`config.mk`:
```
export PLATFORM = sky130hd
export DESIGN_NAME = keypad_scan_ctrl
export DESIGN_NICKNAME = d
export VERILOG_FILES = /design/src/rtl/keypad_scan_ctrl.sv
export SDC_FILE = /design/constraint.sdc
export NUM_CORES = 1
export LEC_CHECK = 0
export BUFFER_PORTS_ARGS = -buffer_cell sky130_fd_sc_hd__clkbuf_2
export CAP_MARGIN = 20
export CORE_MARGIN = 3
export CORE_UTILIZATION = 57
export DETAILED_ROUTE_END_ITERATION = 16
export GPL_TIMING_DRIVEN = 1
export PLACE_DENSITY = 0.77
export SLEW_MARGIN = 20
export SYNTH_ARGS = -nofsm -noshare
export SYNTH_HDL_FRONTEND = slang
export SYNTH_SLANG_ARGS = --single-unit
```
`constraint.sdc`:
```
create_clock -name clk -period 4.25 [get_ports clk]
set_clock_uncertainty 0.2 [all_clocks]
set_input_delay 0.85 -clock clk [delete_from_list [all_inputs] [get_ports clk]]
set_output_delay 0.85 -clock clk [all_outputs]
set_load 0.03 [all_outputs]
```
`src/rtl/keypad_scan_ctrl.sv`:
```
// keypad_scan_ctrl: 10-line active-low decimal key bank front end.
// The key lines are synchronized and priority encoded (digit 9 wins).
// Press and release are debounced, and each accepted press pushes one BCD
// code into a show-ahead FIFO that the consumer drains with valid/ready.
module keypad_scan_ctrl #(
  parameter int DEBOUNCE_CYCLES = 4,
  parameter int FIFO_DEPTH      = 4
) (
  input  logic                          clk,
  input  logic                          rst_n,
  input  logic [9:0]                    key_n,
  output logic [3:0]                    code,
  output logic                          code_valid,
  input  logic                          code_ready,
  output logic [$clog2(FIFO_DEPTH):0]   fifo_count,
  output logic                          key_active,
  output logic                          overflow,
  input  logic                          clr_ovf
);

  localparam int PW   = $clog2(FIFO_DEPTH);
  localparam int CNTW = PW + 1;
  localparam int CW   = $clog2(DEBOUNCE_CYCLES + 1);

  typedef enum logic [1:0] {
    ST_IDLE     = 2'd0,
    ST_PRESS_DB = 2'd1,
    ST_HELD     = 2'd2,
    ST_REL_DB   = 2'd3
  } state_t;

  // Highest pressed index wins; result is only meaningful when a key is down.
  function automatic logic [3:0] prio_enc(input logic [9:0] s);
    logic [3:0] e;
    e = 4'd0;
    for (int i = 0; i < 10; i++) begin
      if (s[i] == 1'b0) begin
        e = 4'(i);
      end
    end
    return e;
  endfunction

  logic [9:0]            sync1_r, sync2_r;
  state_t                state_r, state_nxt;
  logic [3:0]            cand_r, cand_nxt;
  logic [CW-1:0]         cnt_r, cnt_nxt;
  logic                  key_active_r;
  logic [3:0]            mem_r [FIFO_DEPTH];
  logic [PW-1:0]         wr_ptr_r, rd_ptr_r;
  logic [CNTW-1:0]       count_r, count_nxt;
  logic                  overflow_r;

  logic                  any_s, match_s, push_s;
  logic [3:0]            enc_s;
  logic                  valid_s, full_s, pop_s, wr_en_s, drop_s;

  assign any_s   = (sync2_r != 10'h3FF);
  assign enc_s   = prio_enc(sync2_r);
  assign match_s = any_s && (enc_s == cand_r);

  assign valid_s = (count_r != {CNTW{1'b0}});
  assign full_s  = (count_r == CNTW'(FIFO_DEPTH));
  assign pop_s   = valid_s & code_ready;
  // A full FIFO still accepts a push when the head leaves in the same cycle.
  assign wr_en_s = push_s & (~full_s | pop_s);
  assign drop_s  = push_s & full_s & ~pop_s;

  assign code       = valid_s ? mem_r[rd_ptr_r] : 4'd0;
  assign code_valid = valid_s;
  assign fifo_count = count_r;
  assign key_active = key_active_r;
  assign overflow   = overflow_r;

  // Two-flop synchronizer for the asynchronous key pins; idles at "no key".
  always_ff @(posedge clk or negedge rst_n) begin
    if (!rst_n) begin
      sync1_r <= 10'h3FF;
      sync2_r <= 10'h3FF;
    end else begin
      sync1_r <= key_n;
      sync2_r <= sync1_r;
    end
  end

  // Debounce FSM next-state: one push per press, release bounce returns to HELD.
  always_comb begin
    state_nxt = state_r;
    cand_nxt  = cand_r;
    cnt_nxt   = cnt_r;
    push_s    = 1'b0;
    case (state_r)
      ST_IDLE: begin
        if (any_s) begin
          cand_nxt  = enc_s;
          cnt_nxt   = CW'(1);
          state_nxt = ST_PRESS_DB;
        end else begin
          state_nxt = ST_IDLE;
        end
      end
      ST_PRESS_DB: begin
        if (match_s) begin
          if (cnt_r == CW'(DEBOUNCE_CYCLES - 1)) begin
            push_s    = 1'b1;
            state_nxt = ST_HELD;
          end else begin
            cnt_nxt = cnt_r + CW'(1);
          end
        end else begin
          state_nxt = ST_IDLE;
        end
      end
      ST_HELD: begin
        if (!any_s) begin
          cnt_nxt   = CW'(1);
          state_nxt = ST_REL_DB;
        end else begin
          state_nxt = ST_HELD;
        end
      end
      ST_REL_DB: begin
        if (any_s) begin
          state_nxt = ST_HELD;
        end else if (cnt_r == CW'(DEBOUNCE_CYCLES - 1)) begin
          state_nxt = ST_IDLE;
        end else begin
          cnt_nxt = cnt_r + CW'(1);
        end
      end
      default: begin
        state_nxt = ST_IDLE;
      end
    endcase
  end

  // FSM state, candidate digit, debounce counter and the key_active flag.
  always_ff @(posedge clk or negedge rst_n) begin
    if (!rst_n) begin
      state_r      <= ST_IDLE;
      cand_r       <= 4'd0;
      cnt_r        <= {CW{1'b0}};
      key_active_r <= 1'b0;
    end else begin
      state_r      <= state_nxt;
      cand_r       <= cand_nxt;
      cnt_r        <= cnt_nxt;
      key_active_r <= (state_nxt == ST_HELD) || (state_nxt == ST_REL_DB);
    end
  end

  // Occupancy moves by at most one entry per cycle.
  always_comb begin
    count_nxt = count_r;
    case ({wr_en_s, pop_s})
      2'b10:   count_nxt = count_r + CNTW'(1);
      2'b01:   count_nxt = count_r - CNTW'(1);
      default: count_nxt = count_r;
    endcase
  end

  // FIFO storage and pointers; power-of-two depth lets pointers wrap naturally.
  always_ff @(posedge clk or negedge rst_n) begin
    if (!rst_n) begin
      for (int i = 0; i < FIFO_DEPTH; i++) begin
        mem_r[i] <= 4'd0;
      end
      wr_ptr_r <= {PW{1'b0}};
      rd_ptr_r <= {PW{1'b0}};
      count_r  <= {CNTW{1'b0}};
    end else begin
      if (wr_en_s) begin
        mem_r[wr_ptr_r] <= cand_r;
        wr_ptr_r        <= wr_ptr_r + PW'(1);
      end
      if (pop_s) begin
        rd_ptr_r <= rd_ptr_r + PW'(1);
      end
      count_r <= count_nxt;
    end
  end

  // Sticky overflow flag; a drop in the same cycle as a clear keeps it set.
  always_ff @(posedge clk or negedge rst_n) begin
    if (!rst_n) begin
      overflow_r <= 1'b0;
    end else if (drop_s) begin
      overflow_r <= 1'b1;
    end else if (clr_ovf) begin
      overflow_r <= 1'b0;
    end else begin
      overflow_r <= overflow_r;
    end
  end

endmodule

```
==> flow_summary.toml, run 1 <==
[layout]
seq_area_sq_um = 1376
drive_gt1_frac = 0.4150
nNetsFinal = 221
multiInputGateArea_sq_um = 907.1
area_delta_synth_final_pct = 11.28
design_area_sq_um = 2604
num_antenna_cells = 0
fillCellCount = 291

[synthesis]
synth.ff_latch_count = 54
seq_area_frac_synth = 0.5882
synth_adder_area_share = 0.04599
synth_top_family_by_area = "multiplexers"
async_flop_share = 1.000
yosysTopAreaCellShare = 0.3636
yosys.area.top_type = "dfrtp_1"
syn_area_sq_um = 2340
yosysMostFrequentCell = "dfrtp_1"
synthSimpleGateAreaFrac = 0.1128
synth_edf_count = 0
ys_warn_count = 0
synth_compound_area_frac = 0.06364
synth_cells = 173
syn_avg_cell_area_sq_um = 13.52
synthXorXnorAreaFrac = 0.02246
synth_nets = 195
synth_cell_types = 40
synthMuxAreaShare = 0.1428
ys_top_cells_by_count = "34 x dfrtp_1, 20 x dfstp_2, 19 x mux2_2"
synth_area_leaders = "dfrtp_1 36%, dfstp_2 22%, mux2_2 9.1%"
synth_top_flop_cell = "dfrtp_1"

[sta]
hold_viol_final = 0
report.final.slew_viol_count = 0
min_period_over_period = 0.7573
relSlewSlack = 0.5724
fin_crit_ps = 3218
rsz0062_at_grt = "no"
setup_viol = 0
fmax_mhz = 310.7
worst_slew_pin_slew_ps = 641.4
tns_ps = 0

[outcome]
status = "completed"

[place]
dp_hpwl_um = 2876
io_buffers = 23
place_congestion = 0.8410
placed_area_sq_um = 2504

[power_and_ir_drop]
vdd_drop_max_mv = 0.2804
power_density_nw_per_um2 = 576.4
p_sw_uw = 524.7
p_leak_nw = 1.201
power_frac_clock = 0.197
swShare = 0.3496
p_int_uw = 976.1
comb_power_share = 0.304
p_seq_frac = 0.499

[grt]
grt_max_degree = 29
antenna_found_initial = 0
first_global_vias = 1513
grt_pass1_wl_um = 6865
grt_usage = 0.1738
grt-ovfl-total = 0

[worst_setup_path]
endpoint_kind = "register"
required_ps = 4240
startpoint_type = "register"
crit_buf_inv = 1
crit_chain = "nand2_1 -> or3_2 -> a2111oi_4 -> nand3_1 -> ha_1 -> inv_1 -> fa_1 -> xor2_1 -> nor2_1 -> xor2_1"
worst_path_max_delay_cell = "dfstp_2"
slowest_delay_ps = 580
crit_family = "simple AND/OR/NAND/NOR gates"
crit_arrival_ps = 3210
crit_type = "reg2reg"
cp_max_fo = 9
crit_top_cell = "xor2_1"

[floorplan]
start_util = 0.6159
die_y_um = 70.07
pin_count = 24
row_count = 22
dieArea_sq_um = 4910
die_w_um = 70.07
core_sq_um = 3799

[clock_tree]
insertion_delay_ps = 300
cts_tree = "done"
post_cts_resized = 0
cts_buffers = 5
htreeDepth = 2
cts_hold_buf = 0
clkSinkCount = 54
clkTransAtPathRegs_ps = 100
cts_setup_buffers = 0
clk_path_buf_depth = 2
clockRootBuffer = "clkbuf_8"

[worst_hold_path]
hold_class = "reg2reg"

[routing]
drtIter0Drc = 73
drt_drc_violations_left = 0
drt_pass1_iterations = 4
wire_per_inst_um = 15.47
viasPerCell = 5.601
final_antenna_net_count = 0
vias = 1389
wl_um = 3836

[run]
cap_viol_max_count = 0
==> power groups by stage <==
stage               Sequential (mW)  Combinational (mW)  Clock [mW]
detailed placement            0.759               0.463           0
global placement              0.747               0.435           0
finish                        0.749               0.456       0.296
global route                  0.769               0.516       0.325
floorplan                     0.745               0.348           0
CTS                           0.749               0.465       0.302
==> cells in the final DEF, fill, tap and decap left out, types with 4 or more instances in the layout <==
cell,Yosys,layout
mux2_2,19,19
inv_1,10,10
clkbuf_2,0,23
mux4_2,4,4
dfstp_2,20,20
dfrtp_1,34,34
nand4_1,6,6
ha_1,7,7
and2_1,6,6
nand2_1,15,15
clkbuf_8,0,6
==> state kept, by name, summed over array words and instances (netlist names) <==
name,cells
sync1_r,10
mem_r,16
wr_ptr_r,2
key_active,1
cand_r,4
overflow,1
cnt_r,3
fifo_count,3
state_r,2
rd_ptr_r,2
sync2_r,10
==> worst paths after layout <==
path | to | slack, ps | cells after the start | from
max | fifo_count[2] | 1030 | 10 | sync2_r[9]
min | sync2_r[4] | 160 | 0 | sync1_r[4]
max reg2reg | fifo_count[2] | 1030 | 10 | sync2_r[9]
min reg2reg | sync2_r[4] | 160 | 0 | sync1_r[4]
max in group asynchronous | mem_r[2] | 2710 | 2 | rst_n
min in group asynchronous | cand_r[0] | 360 | 1 | rst_n
==> metal layers <==
metal / vias to the layer above / routed length, um / part of all wire / global-route usage
met5: - / 0 / 0 / 0
met4: 0 / 61 / 0.016 / 0.04894
met3: 8 / 152 / 0.040 / 0.04892
met2: 31 / 1981 / 0.52 / 0.3033
met1: 689 / 1641 / 0.43 / 0.2100
li1: 661 / - / - / -
==> per-stage QoR <==
stage | power (mW) | cells | utilization | setup WS [ps] | hold WS [ps]
2_1_floorplan | 1.093 | 173 | - | 1241 | 145.2
3_3_place_gp | 1.182 | 240 | 0.6591 | 1173 | 146.1
3_5_place_dp | 1.222 | 240 | 0.6591 | 1036 | 147.3
4_1_cts | 1.516 | 248 | 0.6854 | 1022 | 161.4
5_1_grt | 1.610 | 248 | 0.6854 | 800.7 | 166.5
6_report | 1.501 | 248 | 0.6854 | 1032 | 159.9
==> kinds of logic (layout without fill, tap and decap cells) <==
group / after synthesis / count (layout)
adders and majority gates: 8 / 8
AOI/OAI and AO/OA: 17 / 17
buffers and inverters: 15 / 42
DFF: 54 / 54
muxes: 26 / 26
and+or+nand+nor: 47 / 47
xor gates and xnor gates: 6 / 6
==> final cells by class <==
type / count / area share
Tap cell: 48 / 0.02307
Clock buffer: 6 / 0.03172
Inverter: 10 / 0.01442
Clock inverter: 2 / 0.006728
Multi-Input combinational cell: 104 / 0.3484
Timing Repair Buffer: 24 / 0.04709
Sequential cell: 54 / 0.5286
(Power assumes the default switching activity.)
==> run 2: changes to the inputs <==
Clock period 4.25 ns to 3.1 ns, I/O delays scaled along.
==> flow_summary.toml, run 2 (synthesized netlist as in run 1, its figures left out) <==
[routing]
drt_pass1_iterations = 4
vias = 1397
drt_drc_violations_left = 0
wl_um = 3559
drtIter0Drc = 28
wire_per_inst_um = 14.29
viasPerCell = 5.610
final_antenna_net_count = 0

[worst_setup_path]
worst-r2r-setup-slack_ps = 220
endpoint_kind = "register"
crit_top_cell = "xor2_1"
startpoint_type = "register"
startpoint = "sync2_r[9]"
slowest_delay_ps = 580
reg2regPathDepth = 10
crit_type = "reg2reg"
r2r-end = "fifo_count[2]"
worst_path_max_delay_cell = "dfstp_2"
crit_chain = "nand2_1 -> or3_2 -> a2111oi_4 -> nand3_1 -> ha_1 -> inv_1 -> fa_1 -> xor2_1 -> nor2_1 -> xor2_1"
required_ps = 3090
timing.rr.start = "sync2_r[9]"
crit_arrival_ps = 2870
cp_max_fo = 7

[place]
place_congestion = 0.7742
post-place-ws_ps = 159.4
placed_area_sq_um = 2511
dp_hpwl_um = 2778
io_buffers = 23

[grt]
gr-usage-met1 = 0.1877
grt_max_degree = 36
grt_pass1_wl_um = 6382
grt_usage = 0.1648
grt-ovfl-total = 0
use_met3 = 0.04604
grt_util_met2 = 0.2896
antenna_found_initial = 0
first_global_vias = 1486
grt.busiest_layer = "met2"

[power_and_ir_drop]
vdd_drop_max_mv = 0.3672
power_density_nw_per_um2 = 778.6
p_leak_nw = 1.203

[run]
cap_viol_max_count = 0

[layout]
num_antenna_cells = 0
area_delta_synth_final_pct = 11.12
drive_gt1_frac = 0.4179
largest_reg_flops = 16
top_register = "mem_r"
layout_common_cells = "34 x dfrtp_1, 23 x clkbuf_2, 20 x dfstp_2, 19 x mux2_2, 15 x nand2_1"
final_common_cell = "dfrtp_1"
design_area_sq_um = 2600
top_regs = "mem_r x16, sync1_r x10, sync2_r x10"
nNetsFinal = 222

[clock_tree]
cts_hold_buf = 0
cts_setup_buffers = 0
clk_path_buf_depth = 2
clkTransAtPathRegs_ps = 90
cts_buffers = 5
htreeDepth = 2
post_cts_resized = 0
clkSinkCount = 54
insertion_delay_ps = 300
clockRootBuffer = "clkbuf_8"
cts_tree = "done"

[floorplan]
pin_count = 24
row_count = 22
core_sq_um = 3799
start_util = 0.6159
die_y_um = 70.07
die_w_um = 70.07
dieArea_sq_um = 4910

[worst_hold_path]
min_to = "sync2_r[9]"
min_path_cells = 0
hold_start = "sync1_r[9]"
hold_class = "reg2reg"

[outcome]
status = "completed"

[sta]
tns_ps = 0
setup_ws_ps = 219.1
setup_viol = 0
rsz0062_at_grt = "no"
relSlewSlack = 0.4559
report.final.slew_viol_count = 0
worst_slew_pin_slew_ps = 816.1
min_period_over_period = 0.9293
hold_viol_final = 0
hold_slack_ps = 156.5
fmax_mhz = 347.1
fin_crit_ps = 2881
[run 2: cell count changes in the layout (fill, tap and decap cells not counted)]
cell      delta
clkinv_2     +1
clkinv_4     -1
clkbuf_8     -1
inv_4        +1
buf_4        +1
[run 2: critical path, delay by kind of cell (launching register included)]
kind / cells / cell delay [ps]
AOI/OAI and AO/OA: 1 / 320
xor gates and xnor gates: 2 / 280
adders and majority gates: 2 / 420
buffers and inverters: 1 / 70
DFF: 1 / 580
and+or+nand+nor: 4 / 890
[run 2: how the worst max path moves through the flow]
stage                         end  cells past startpoint
global placement    fifo_count[2]                      9
CTS                 fifo_count[2]                     10
floorplan           fifo_count[2]                     10
global route        fifo_count[2]                     11
finish              fifo_count[2]                     10
detailed placement  fifo_count[2]                      9
[run 2: metrics by stage]
stage | power [mW] | cells | utilization
final | 2.024 | 249 | 0.6845
after global routing | 2.182 | 249 | 0.6845
after CTS | 2.059 | 249 | 0.6845
after detailed placement | 1.677 | 241 | 0.6611
after global placement | 1.629 | 241 | 0.6611
after floorplan | 1.499 | 173 | -
[run 2: where the power goes]
group | total [mW] | internal, mW | switching [mW]
clock | 0.376 | 0.159 | 0.216
sequential | 1.03 | 0.862 | 0.163
combinational | 0.623 | 0.295 | 0.328
total | 2.02 | 1.32 | 0.708
[run 2: layout make-up]
class	count	area, sq um
Sequential cell	54	1376
Fill cell	278	1199
Multi-Input combinational cell	104	907.1
Timing Repair Buffer	25	130.1
Clock buffer	5	68.82
Tap cell	48	60.06
Inverter	10	37.54
Clock inverter	3	20.02
[run 2: metal layers]
metal	wire length, um	share of wire
met4	72	0.020
met5	0	0
met2	1879	0.53
met3	146	0.041
met1	1461	0.41
